File: src/rtl/sha256_job_arbiter.sv
// Round-robin arbiter that shares one SHA-256 core between NREQ requesters, feeding each granted
// job into the core block by block and aborting a block that hangs longer than WDOG cycles.
module sha256_job_arbiter #(
   parameter int NREQ = 2,
   parameter int BLKW = 8,
   parameter int WDOG = 255
) (
   input  logic                 clk,
   input  logic                 reset,
   input  logic [NREQ-1:0]      req,
   input  logic [NREQ*BLKW-1:0] req_nblk,
   output logic [NREQ-1:0]      gnt,
   output logic                 blk_req,
   input  logic                 blk_ack,
   output logic                 core_start,
   output logic                 core_first,
   output logic                 core_last,
   input  logic                 core_busy,
   output logic [NREQ-1:0]      done,
   output logic                 err,
   output logic                 busy
);

   localparam int IDXW = (NREQ > 1) ? $clog2(NREQ) : 1;
   localparam int WDW  = $clog2(WDOG + 1);
   localparam logic [WDW-1:0]  WDOG_LAST = WDW'(WDOG - 1);
   localparam logic [WDW-1:0]  WDOG_MAX  = WDW'(WDOG);
   localparam logic [IDXW-1:0] IDX_LAST  = IDXW'(NREQ - 1);

   typedef enum logic [2:0] {
      IDLE,
      FETCH,
      START,
      WAIT,
      DONE,
      ERR
   } state_t;

   state_t          state;
   logic [IDXW-1:0] ptr;
   logic [IDXW-1:0] gidx;
   logic [IDXW-1:0] pick_idx;
   logic [IDXW-1:0] next_ptr;
   logic            pick_valid;
   logic [BLKW-1:0] pick_nblk;
   logic [BLKW-1:0] nblk;
   logic [BLKW-1:0] blk_idx;
   logic [WDW-1:0]  wdog_cnt;
   logic            seen_busy;
   logic            is_last;

   // First requester at or after the pointer, wrapping around the requester ring.
   always_comb begin
      int              j;
      logic [IDXW-1:0] cand;
      pick_valid = 1'b0;
      pick_idx   = '0;
      j          = 0;
      cand       = '0;
      for (int i = 0; i < NREQ; i++) begin
         j = int'(ptr) + i;
         if (j >= NREQ) begin
            j = j - NREQ;
         end
         cand = IDXW'(j);
         if (!pick_valid && req[cand]) begin
            pick_valid = 1'b1;
            pick_idx   = cand;
         end
      end
   end

   // A zero block count still describes a one-block job.
   always_comb begin
      pick_nblk = req_nblk[int'(pick_idx)*BLKW +: BLKW];
      if (pick_nblk == '0) begin
         pick_nblk = BLKW'(1);
      end
   end

   assign next_ptr = (gidx == IDX_LAST) ? '0 : gidx + 1'b1;
   assign is_last  = (blk_idx == nblk - 1'b1);

   // Job sequencer; every output is a register updated together with the state.
   always_ff @(posedge clk or negedge reset) begin
      if (!reset) begin
         state      <= IDLE;
         ptr        <= '0;
         gidx       <= '0;
         nblk       <= '0;
         blk_idx    <= '0;
         wdog_cnt   <= '0;
         seen_busy  <= 1'b0;
         gnt        <= '0;
         blk_req    <= 1'b0;
         core_start <= 1'b0;
         core_first <= 1'b0;
         core_last  <= 1'b0;
         done       <= '0;
         err        <= 1'b0;
         busy       <= 1'b0;
      end else begin
         core_start <= 1'b0;
         core_first <= 1'b0;
         core_last  <= 1'b0;
         done       <= '0;
         err        <= 1'b0;
         case (state)
            IDLE: begin
               if (pick_valid) begin
                  state     <= FETCH;
                  gnt       <= NREQ'(1) << pick_idx;
                  gidx      <= pick_idx;
                  nblk      <= pick_nblk;
                  blk_idx   <= '0;
                  wdog_cnt  <= '0;
                  seen_busy <= 1'b0;
                  blk_req   <= 1'b1;
                  busy      <= 1'b1;
               end
            end
            FETCH: begin
               if (blk_ack) begin
                  state      <= START;
                  blk_req    <= 1'b0;
                  core_start <= 1'b1;
                  core_first <= (blk_idx == '0);
                  core_last  <= is_last;
               end
            end
            START: begin
               state <= WAIT;
            end
            WAIT: begin
               if (core_busy) begin
                  seen_busy <= 1'b1;
               end
               // A block is finished only once the core has been seen busy and then idle again.
               if (!core_busy && seen_busy) begin
                  seen_busy <= 1'b0;
                  wdog_cnt  <= '0;
                  if (is_last) begin
                     state <= DONE;
                     done  <= gnt;
                  end else begin
                     state   <= FETCH;
                     blk_idx <= blk_idx + 1'b1;
                     blk_req <= 1'b1;
                  end
               end else if (wdog_cnt == WDOG_LAST) begin
                  state     <= ERR;
                  err       <= 1'b1;
                  wdog_cnt  <= '0;
                  seen_busy <= 1'b0;
               end else if (wdog_cnt != WDOG_MAX) begin
                  wdog_cnt <= wdog_cnt + 1'b1;
               end
            end
            DONE, ERR: begin
               state <= IDLE;
               gnt   <= '0;
               busy  <= 1'b0;
               ptr   <= next_ptr;
            end
            default: begin
               state   <= IDLE;
               gnt     <= '0;
               blk_req <= 1'b0;
               busy    <= 1'b0;
            end
         endcase
      end
   end

endmodule

File: config.mk
export PLATFORM = sky130hd
export DESIGN_NAME = sha256_job_arbiter
export DESIGN_NICKNAME = d
export VERILOG_FILES = /design/src/rtl/sha256_job_arbiter.sv
export SDC_FILE = /design/constraint.sdc
export NUM_CORES = 1
export LEC_CHECK = 0
export CAP_MARGIN = 20
export CORE_MARGIN = 2
export CORE_UTILIZATION = 54
export DETAILED_ROUTE_END_ITERATION = 10
export PLACE_DENSITY = 0.81
export SYNTH_ARGS = -nofsm -noshare
export SYNTH_HDL_FRONTEND = slang
export SYNTH_SLANG_ARGS = --single-unit
File: constraint.sdc
create_clock -name clk -period 3.66 [get_ports clk]
set_clock_uncertainty 0.1 [all_clocks]
set_input_delay 0.732 -clock clk [delete_from_list [all_inputs] [get_ports clk]]
set_output_delay 0.732 -clock clk [all_outputs]
set_load 0.05 [all_outputs]
# Word-level counts from Yosys, hierarchy flattened
# Cells that the tools add are included.
# totals
n_memories,0
word_cells,114
out_inout_bits,10
input_bits,22
reg_bits,40
latch_bits,0
mem_bits_rw,0
mem_bits_ro,0
# op_classes
add_sub_neg,7
mux,51
n_reduce_logical,18
n_div,0
magnitude_cmp,4
mul,0
eq_ne,15
n_shift,2
bitwise_logic,2
# op_table
op,n
$mux 8,7
$pmux 8 s2,2
$mux 1,28
$add 8x1->8 const B,2
$logic_not 8->1,2
$shiftx 16x5->8,1
$mux 3,5
$pmux 3 s4,1
$reduce_and 3->1,3
$eq 8x8->1,1
$eq 8x8->1 const B,1
$mux 2,4
$ne 2x2->1 const B,4
$ne 4x4->1 const B,2
$ne 8x8->1 const B,1
$sub 8x1->8 const B,1
$eq 3x2->1 const B,2
$eq 3x3->1 const B,2
$reduce_or 3->1,2
$reduce_and 5->1,1
$lt 1x2->1 const B,2
$pmux 1 s2,2
$pmux 1 s4,1
$pmux 2 s2,1
other kinds (16),21

# Longest topological paths before layout
# Gate-level depths: netlist (run 1).
# depth
word_depth,11
ltp_mapped,9
depth_no_buf,8

# Worst setup path before layout (run 1)
# OpenSTA, ideal clock, no wires.
# synth_path
path_type,reg2reg
start,register nblk[2]
end,register blk_idx[0]
arrival_time_ns,2.397
path_slack_ns,1.037
stages_incl_launch_ff,7
required_ns,3.434
setup_ns,0.126
path_buffers,0
cell_sequence,dfrtp_1 -> or4_4 -> or4_1 -> a2111oi_4 -> o2111a_2 -> a2111oi_0 -> a311o_1
# synth_via
elab_chain_cells,4
# synth_rtl
item,line,rtl
from (decl),46,logic [BLKW-1:0] nblk;
from (signal assigned),114,nblk <= pick_nblk;
$sub 8x1->8,82,assign is_last = (blk_idx == nblk - 1'b1);
$eq 8x8->1,82,
$ne 2x2->1 (no source line),-,
$reduce_and 4->1 (no source line),-,
to (signal assigned),147,blk_idx <= blk_idx + 1'b1;
to (decl),47,logic [BLKW-1:0] blk_idx;
# Every way passes these cells.
# A chain may end at the register's enable or synchronous reset.

# Worst setup path after layout (run 1)
# Ends and elaborated chain as after synthesis.

==> results.md, run 1 <==
* Worst Path Arrival at 2.95 ns
* Clock tree from TritonCTS: yes
* Final nets at 291
* Buffers and inverters on the worst path at 0
* Static leakage at 0.00117 uW
* # DRC at 0
* Clock Tree Buf Depth at 2
* Transition time of the tightest slew-check pin at 0.873 ns
* Startpoint type of the worst setup path: register
* Number of DRC markers after the initial detailed-route iteration at 103
* Total wire length after detailed routing at 4640 um
* Number of register bits inferred by synthesis at 40
* Final antenna-violating net count at 0
* Count of buffers from port buffering at 31
* Num rows at 23
* Final period util at 0.785
* Largest cells by area after synthesis: sky130_fd_sc_hd__dfrtp_1 (45%), sky130_fd_sc_hd__mux2i_1 (4.5%), sky130_fd_sc_hd__o21ai_0 (4.3%), sky130_fd_sc_hd__nand2_1 (3.9%), sky130_fd_sc_hd__xor2_1 (3.5%)
* RSZ-0062 raised after global routing: false
* Worst endpoint required time at 3.73 ns
* Post-synth ARST share at 1.00
* HPWL reported at the end of detailed placement at 3390 um
* Series of cell instances along the critical path: or4_4 -> or4_1 -> a2111oi_4 -> o2111a_2 -> a2111oi_0 -> a311o_1
* Worst setup path class: register to register
* Max-capacitance violation count at 0
* Via count of the routed design at 1867
* Crit. End Element: register
* Core Footprint at 3970 um^2
* Cell at the root of the clock tree: sky130_fd_sc_hd__clkbuf_8
* Sequential cell area fraction in the yosys report at 0.450
* Clock net sink count at 40
* Area enclosed by the die boundary at 4650 um^2
* Routed wirelength normalized by instance count at 14.8 um
* Final setup violation count at 0
* Die boundary width at 68.2 um
* Effective utilization at floorplan at 0.560
* CTS clk-pin slew, worst paths at 0.07 ns
* Sequential Power Share at 0.397
* Final Max Tran Viols at 0
* Result of the run: complete, no violations
* Final cell count without fillers at 314
* Number of ports placed on the die boundary at 32
* Most frequent cells after synthesis: sky130_fd_sc_hd__dfrtp_1 (40), sky130_fd_sc_hd__nand2_1 (23), sky130_fd_sc_hd__o21ai_0 (19), sky130_fd_sc_hd__nor2_1 (17), sky130_fd_sc_hd__mux2i_1 (10)
* Global placer's final weighted congestion at 0.840
* Post-cts hold buffer count at 0
* Final critical-path required period at 2.87 ns
* Most common cell in the synthesized netlist: sky130_fd_sc_hd__dfrtp_1
* Maximum number of pins on one net before global-route repair at 41
* Synthesized netlist cell count at 231
* Vias per cell at 5.95
* Wire length of the first global-routing pass at 7650 um
* Layout overhead on the synthesized area at 20.0%
* Switching fraction of total power at 0.419
* Synthesized area per cell at 9.64 um^2
* Number of buffers inserted to repair setup after CTS at 0
* Count of unique library cells instantiated by Yosys at 48
* Hold Violations, Final at 0
* Via count of the first global-routing pass at 1754
* Post-Synthesis Cell Area at 2230 um^2
* H-Tree Depth at 2
* Number of filler cells placed in the layout at 315
* Predominant post-synthesis flop cell: sky130_fd_sc_hd__dfrtp_1
* Maximum net fanout on the critical path at 13
* Post_cts resized at 0
* # placed instances at 307
* Achievable frequency at 0.348 GHz
* Max stage delay on crit path at 0.57 ns
* Router iterations before antenna repair at 4
* Antenna Diode Count at 0
* Fraction of final layout cells sized beyond drive strength 1 at 0.0606
* Total global routing track utilization at 0.222
* Slowest CP cell: sky130_fd_sc_hd__or4_4
* Type of the worst min-delay path: register to register
* Yosys top cell by area: sky130_fd_sc_hd__dfrtp_1
* Cell family with most CP delay: compound AO/OA/AOI/OAI gates
* Clock latency reported for the late side of the worst-skew pair at 0.29 ns
* Syn_nets at 258
* Clock Power Share at 0.172
* Die outline height at 68.2 um
* Combinational Power Share at 0.431
* CTS Buf Count at 5
* Net switching component of the power at 761 uW
* PD cells at 680 nW/um^2
* Headroom to the max-slew limit at 0.418
* Ys Warns at 0
* Area share of the largest cell type after synthesis at 0.450
* Int Power at 1050 uW
* Sum of overflow across all layers after global routing at 0
* IR drop worst, VDD at 429 uV
* Setup TNS at 0 ns
* EDFF count, synth at 0
* Number of antenna violations at the first check in global routing at 0
[cell type report]
cell class / count / area [um^2] / share of cell area
inverters: 9 / 33.8 / 0.0126
repair buffers: 33 / 320 / 0.120
well taps: 50 / 62.6 / 0.0234
clock buffers: 7 / 96.3 / 0.0361
multi-input cells: 175 / 1160 / 0.433
flip-flops and latches: 40 / 1000 / 0.375
[metal layers]
metal  GRT usage  share of wire  vias to the layer above
met1       0.284           0.46                      916
met2       0.362           0.51                       30
met3      0.0526          0.026                        7
met4      0.0925          0.012                        0
met5           0              0                        -
li1            -              -                      914
[power groups by stage]
stage	Clock (uW)	Combinational (uW)	Sequential, uW
final	313	783	721
after global routing	346	869	740
after CTS	324	791	717
after detailed placement	0	788	725
after global placement	0	770	720
after floorplan	0	505	780
[metrics by stage]
stage / hold WS (ns) / utilization / setup WS (ns) / cell area (um^2) / power, uW
2_1_floorplan: 0.336 / - / 1.04 / 2230 / 1280
3_3_place_gp: 0.366 / 0.648 / 0.820 / 2570 / 1490
3_5_place_dp: 0.368 / 0.648 / 0.784 / 2570 / 1510
4_1_cts: 0.384 / 0.673 / 0.780 / 2670 / 1830
5_1_grt: 0.433 / 0.673 / 0.573 / 2670 / 1950
6_report: 0.387 / 0.673 / 0.788 / 2670 / 1820
[registers in the layout, summed over array words and instances (netlist names), 2 cells and up]
| register | cells |
|---|---|
| blk_idx | 8 |
| done | 2 |
| gnt | 2 |
| nblk | 8 |
| state | 3 |
| wdog_cnt | 8 |
[layout by cell type (no fill, tap or decap), drive strengths merged, types with 2 or more instances in the layout]
master	instances
nand3	7
dfrtp	40
clkdlybuf4s50	30
nor4	3
xor2	9
nor2	17
nand2	23
o211a	2
ha	5
mux2	2
and2	3
nand4	6
o2111ai	2
mux2i	10
a21oi	9
nor4b	2
o31ai	3
o21ai	19
xnor2	5
or4	6
o211ai	2
clkbuf	7
buf	3
and3	6
inv	9
or3	4
nand2b	4
nor3	7
a2111oi	3
[cells by family (layout without fill, tap and decap cells)]
family	after synthesis	count (layout)	synth area share
buffers and inverters	16	49	0.0304
multiplexers	12	12	0.0551
AO/OA/AOI/OAI	52	52	0.166
AND/OR/NAND/NOR	92	92	0.215
adder cells (fa/ha/maj)	5	5	0.0281
XOR/XNOR	14	14	0.0551
flip-flops	40	40	0.450
[final timing paths]
| kind | start | to | slack, ns | cells after the start |
|---|---|---|---|---|
| min in group asynchronous | reset | done[0]$_DFF_PN0_ | 0.45 | 1 |
| worst max register to register | nblk[2]$_DFFE_PN0P_ | blk_idx[0]$_DFFE_PN0P_ | 0.79 | 6 |
| worst min register to register | gidx$_DFFE_PN0P_ | ptr$_DFFE_PN0P_ | 0.39 | 1 |
| worst max-delay path | nblk[2]$_DFFE_PN0P_ | blk_idx[0]$_DFFE_PN0P_ | 0.79 | 6 |
| max in group asynchronous | reset | core_first$_DFF_PN0_ | 2.46 | 1 |
| worst min-delay path | gidx$_DFFE_PN0P_ | ptr$_DFFE_PN0P_ | 0.39 | 1 |
Note: power is estimated with default switching activity, not from simulation.
==> run 2, diff against run 1 <==
- clock period: 3.66 -> 2.8 ns (I/O delays scaled with it)
==> results.md, run 2 (same netlist as run 1, synthesis figures left out) <==
* Result of the run: complete, no violations (unchanged)
* Headroom to the max-slew limit at 0.383 (was 0.418)
* Sequential Power Share at 0.380 (was 0.397)
* Setup TNS at 0 ns (unchanged)
* Number of ports placed on the die boundary at 32 (unchanged)
* Num rows at 23 (unchanged)
* Number of DRC markers after the initial detailed-route iteration at 119 (was 103)
* Final critical-path required period at 2.73 ns (was 2.87 ns)
* HPWL reported at the end of detailed placement at 3590 um (was 3390 um)
* Die boundary width at 68.2 um (unchanged)
* Slowest CP cell: sky130_fd_sc_hd__or4_4 (unchanged)
* Post-cts hold buffer count at 0 (unchanged)
* Cell at the root of the clock tree: sky130_fd_sc_hd__clkbuf_8 (unchanged)
* Final nets at 298 (was 291)
* Worst endpoint required time at 2.87 ns (was 3.73 ns)
* Met3 Wirelength at 169 um (was 121 um)
* Final setup violation count at 0 (unchanged)
* Number of antenna violations at the first check in global routing at 0 (unchanged)
* Static leakage at 0.00121 uW (was 0.00117 uW)
* Wire length of the first global-routing pass at 8050 um (was 7650 um)
* Met2 wire length at 2510 um (was 2340 um)
* Fraction of final layout cells sized beyond drive strength 1 at 0.0919 (was 0.0606)
* Clock Power Share at 0.164 (was 0.172)
* Most frequent standard cell in the layout excluding fill and tap cells: sky130_fd_sc_hd__dfrtp_1 (unchanged)
* Sum of overflow across all layers after global routing at 0 (unchanged)
* Count of buffers from port buffering at 31 (unchanged)
* Die outline height at 68.2 um (unchanged)
* PD cells at 893 nW/um^2 (was 680 nW/um^2)
* Uppermost signal routing layer after detailed routing: met4 (unchanged)
* Combinational Power Share at 0.456 (was 0.431)
* Wl on met1 at 2090 um (was 2110 um)
* Antenna Diode Count at 0 (unchanged)
* Achievable frequency at 0.366 GHz (was 0.348 GHz)
* Int Power at 1400 uW (was 1050 uW)
* Total global routing track utilization at 0.234 (was 0.222)
* Router iterations before antenna repair at 4 (unchanged)
* Total wire length after detailed routing at 4850 um (was 4640 um)
* Clock Tree Buf Depth at 2 (unchanged)
* Core Footprint at 3970 um^2 (unchanged)
* IR drop worst, VDD at 534 uV (was 429 uV)
* Max-capacitance violation count at 0 (unchanged)
* Vias per cell at 5.89 (was 5.95)
* Switching fraction of total power at 0.425 (was 0.419)
* Maximum net fanout on the critical path at 6 (was 13)
* R2R Setup Slk at 0.07 ns (was 0.79 ns)
* Layout overhead on the synthesized area at 22.5% (was 20.0%)
* Area enclosed by the die boundary at 4650 um^2 (unchanged)
* Via count of the routed design at 1896 (was 1867)
* Clock latency reported for the late side of the worst-skew pair at 0.30 ns (was 0.29 ns)
* Max stage delay on crit path at 0.55 ns (was 0.57 ns)
* Net switching component of the power at 1030 uW (was 761 uW)
* Hold Violations, Final at 0 (unchanged)
* Core Util, Final at 0.687 (was 0.673)
* Final Max Tran Viols at 0 (unchanged)
* Series of cell instances along the critical path: or4_4 -> or4_1 -> a2111oi_4 -> o2111a_2 -> a2111oi_0 -> a311o_1 (unchanged)
* # DRC at 0 (unchanged)
* Via count of the first global-routing pass at 1734 (was 1754)
* Worst setup path class: register to register (unchanged)
* H-Tree Depth at 2 (unchanged)
* CTS Buf Count at 5 (unchanged)
* CTS clk-pin slew, worst paths at 0.08 ns (was 0.07 ns)
* Maximum number of pins on one net before global-route repair at 41 (unchanged)
* Type of the worst min-delay path: primary input to asynchronous set/reset pin (was register to register)
* Clock tree from TritonCTS: yes (unchanged)
* Worst Path Arrival at 2.81 ns (was 2.95 ns)
* Effective utilization at floorplan at 0.560 (unchanged)
* Clock net sink count at 40 (unchanged)
* Crit. End Element: register (unchanged)
* Startpoint type of the worst setup path: register (unchanged)
* RSZ-0062 raised after global routing: false (unchanged)
* Final antenna-violating net count at 0 (unchanged)
* Global placer's final weighted congestion at 0.805 (was 0.840)
* Final period util at 0.976 (was 0.785)
* Biggest regs: blk_idx (8), nblk (8), wdog_cnt (8) (unchanged)
* Transition time of the tightest slew-check pin at 0.919 ns (was 0.873 ns)
* Commonest cells after routing, fill and taps aside: sky130_fd_sc_hd__dfrtp_1 (40), sky130_fd_sc_hd__clkdlybuf4s50_1 (30), sky130_fd_sc_hd__nand2_1 (23) (unchanged)
* Routed wirelength normalized by instance count at 15.1 um (was 14.8 um)
-- run 2: cell types whose count changed in the layout (fill, tap and decap cells not counted) --
cell	previous run	this run
sky130_fd_sc_hd__a2111oi_0	2	1
sky130_fd_sc_hd__a2111oi_1	0	1
sky130_fd_sc_hd__buf_4	2	9
sky130_fd_sc_hd__clkbuf_8	7	6
sky130_fd_sc_hd__clkinv_2	0	2
sky130_fd_sc_hd__nor3_1	7	6
sky130_fd_sc_hd__nor3_2	0	1
-- run 2: final timing paths --
check / from / end / cells after the start
max in group asynchronous: reset / busy$_DFFE_PN0P_ / 1
worst min register to register: gidx$_DFFE_PN0P_ / ptr$_DFFE_PN0P_ / 1
worst max-delay path: nblk[2]$_DFFE_PN0P_ / blk_idx[0]$_DFFE_PN0P_ / 6
worst max register to register: nblk[2]$_DFFE_PN0P_ / blk_idx[0]$_DFFE_PN0P_ / 6
min in group clk: gidx$_DFFE_PN0P_ / ptr$_DFFE_PN0P_ / 1
worst min-delay path: reset / blk_idx[5]$_DFFE_PN0P_ / 1
-- run 2: power by group through the flow --
stage               clock (uW)  sequential [uW]  combinational [uW]
floorplan                    0             1020                 660
global placement             0              924                1080
detailed placement           0              931                1100
CTS                        402              920                1110
global route               435              950                1230
finish                     399              925                1110
-- run 2: through the flow --
step | instances | cell area, um^2 | setup WS [ns] | hold WS, ns | power [uW]
2_1_floorplan | 231 | 2230 | 0.177 | 0.164 | 1680
3_3_place_gp | 313 | 2620 | 0.150 | 0.358 | 2000
3_5_place_dp | 313 | 2620 | 0.0562 | 0.359 | 2030
4_1_cts | 321 | 2710 | 0.0457 | 0.306 | 2430
5_1_grt | 322 | 2730 | 0.00344 | 0.345 | 2610
6_report | 322 | 2730 | 0.0662 | 0.272 | 2440
-- run 2: cell type report --
cell class | instances | area, um^2
clock buffer | 6 | 82.6
fill | 323 | 1240
sequential | 40 | 1000
timing repair buffer | 40 | 373
multi-input combinational | 175 | 1160
clock inverter | 2 | 10.0
inverter | 9 | 33.8
tap | 50 | 62.6
-- run 2: critical path, delay by kind of cell (launching register included) --
kind	cells	cell delay, ns
flip-flops	1	0.38
AND/OR/NAND/NOR	2	1.01
AO/OA/AOI/OAI	4	1.12
-- run 2: timing repair --
| action | 4_1_cts | 5_1_grt |
|---|---|---|
| setup endpoints to repair | 0 | 2 |
| gates resized for setup | 0 | 2 |
| buffers inserted | 0 | 1 |
-- run 2: per-layer routing --
metal  track usage  up-vias
li1              -      931
met1         0.305      915
met2         0.377       43
met3        0.0543        7
met4        0.0950        0
met5             0        -
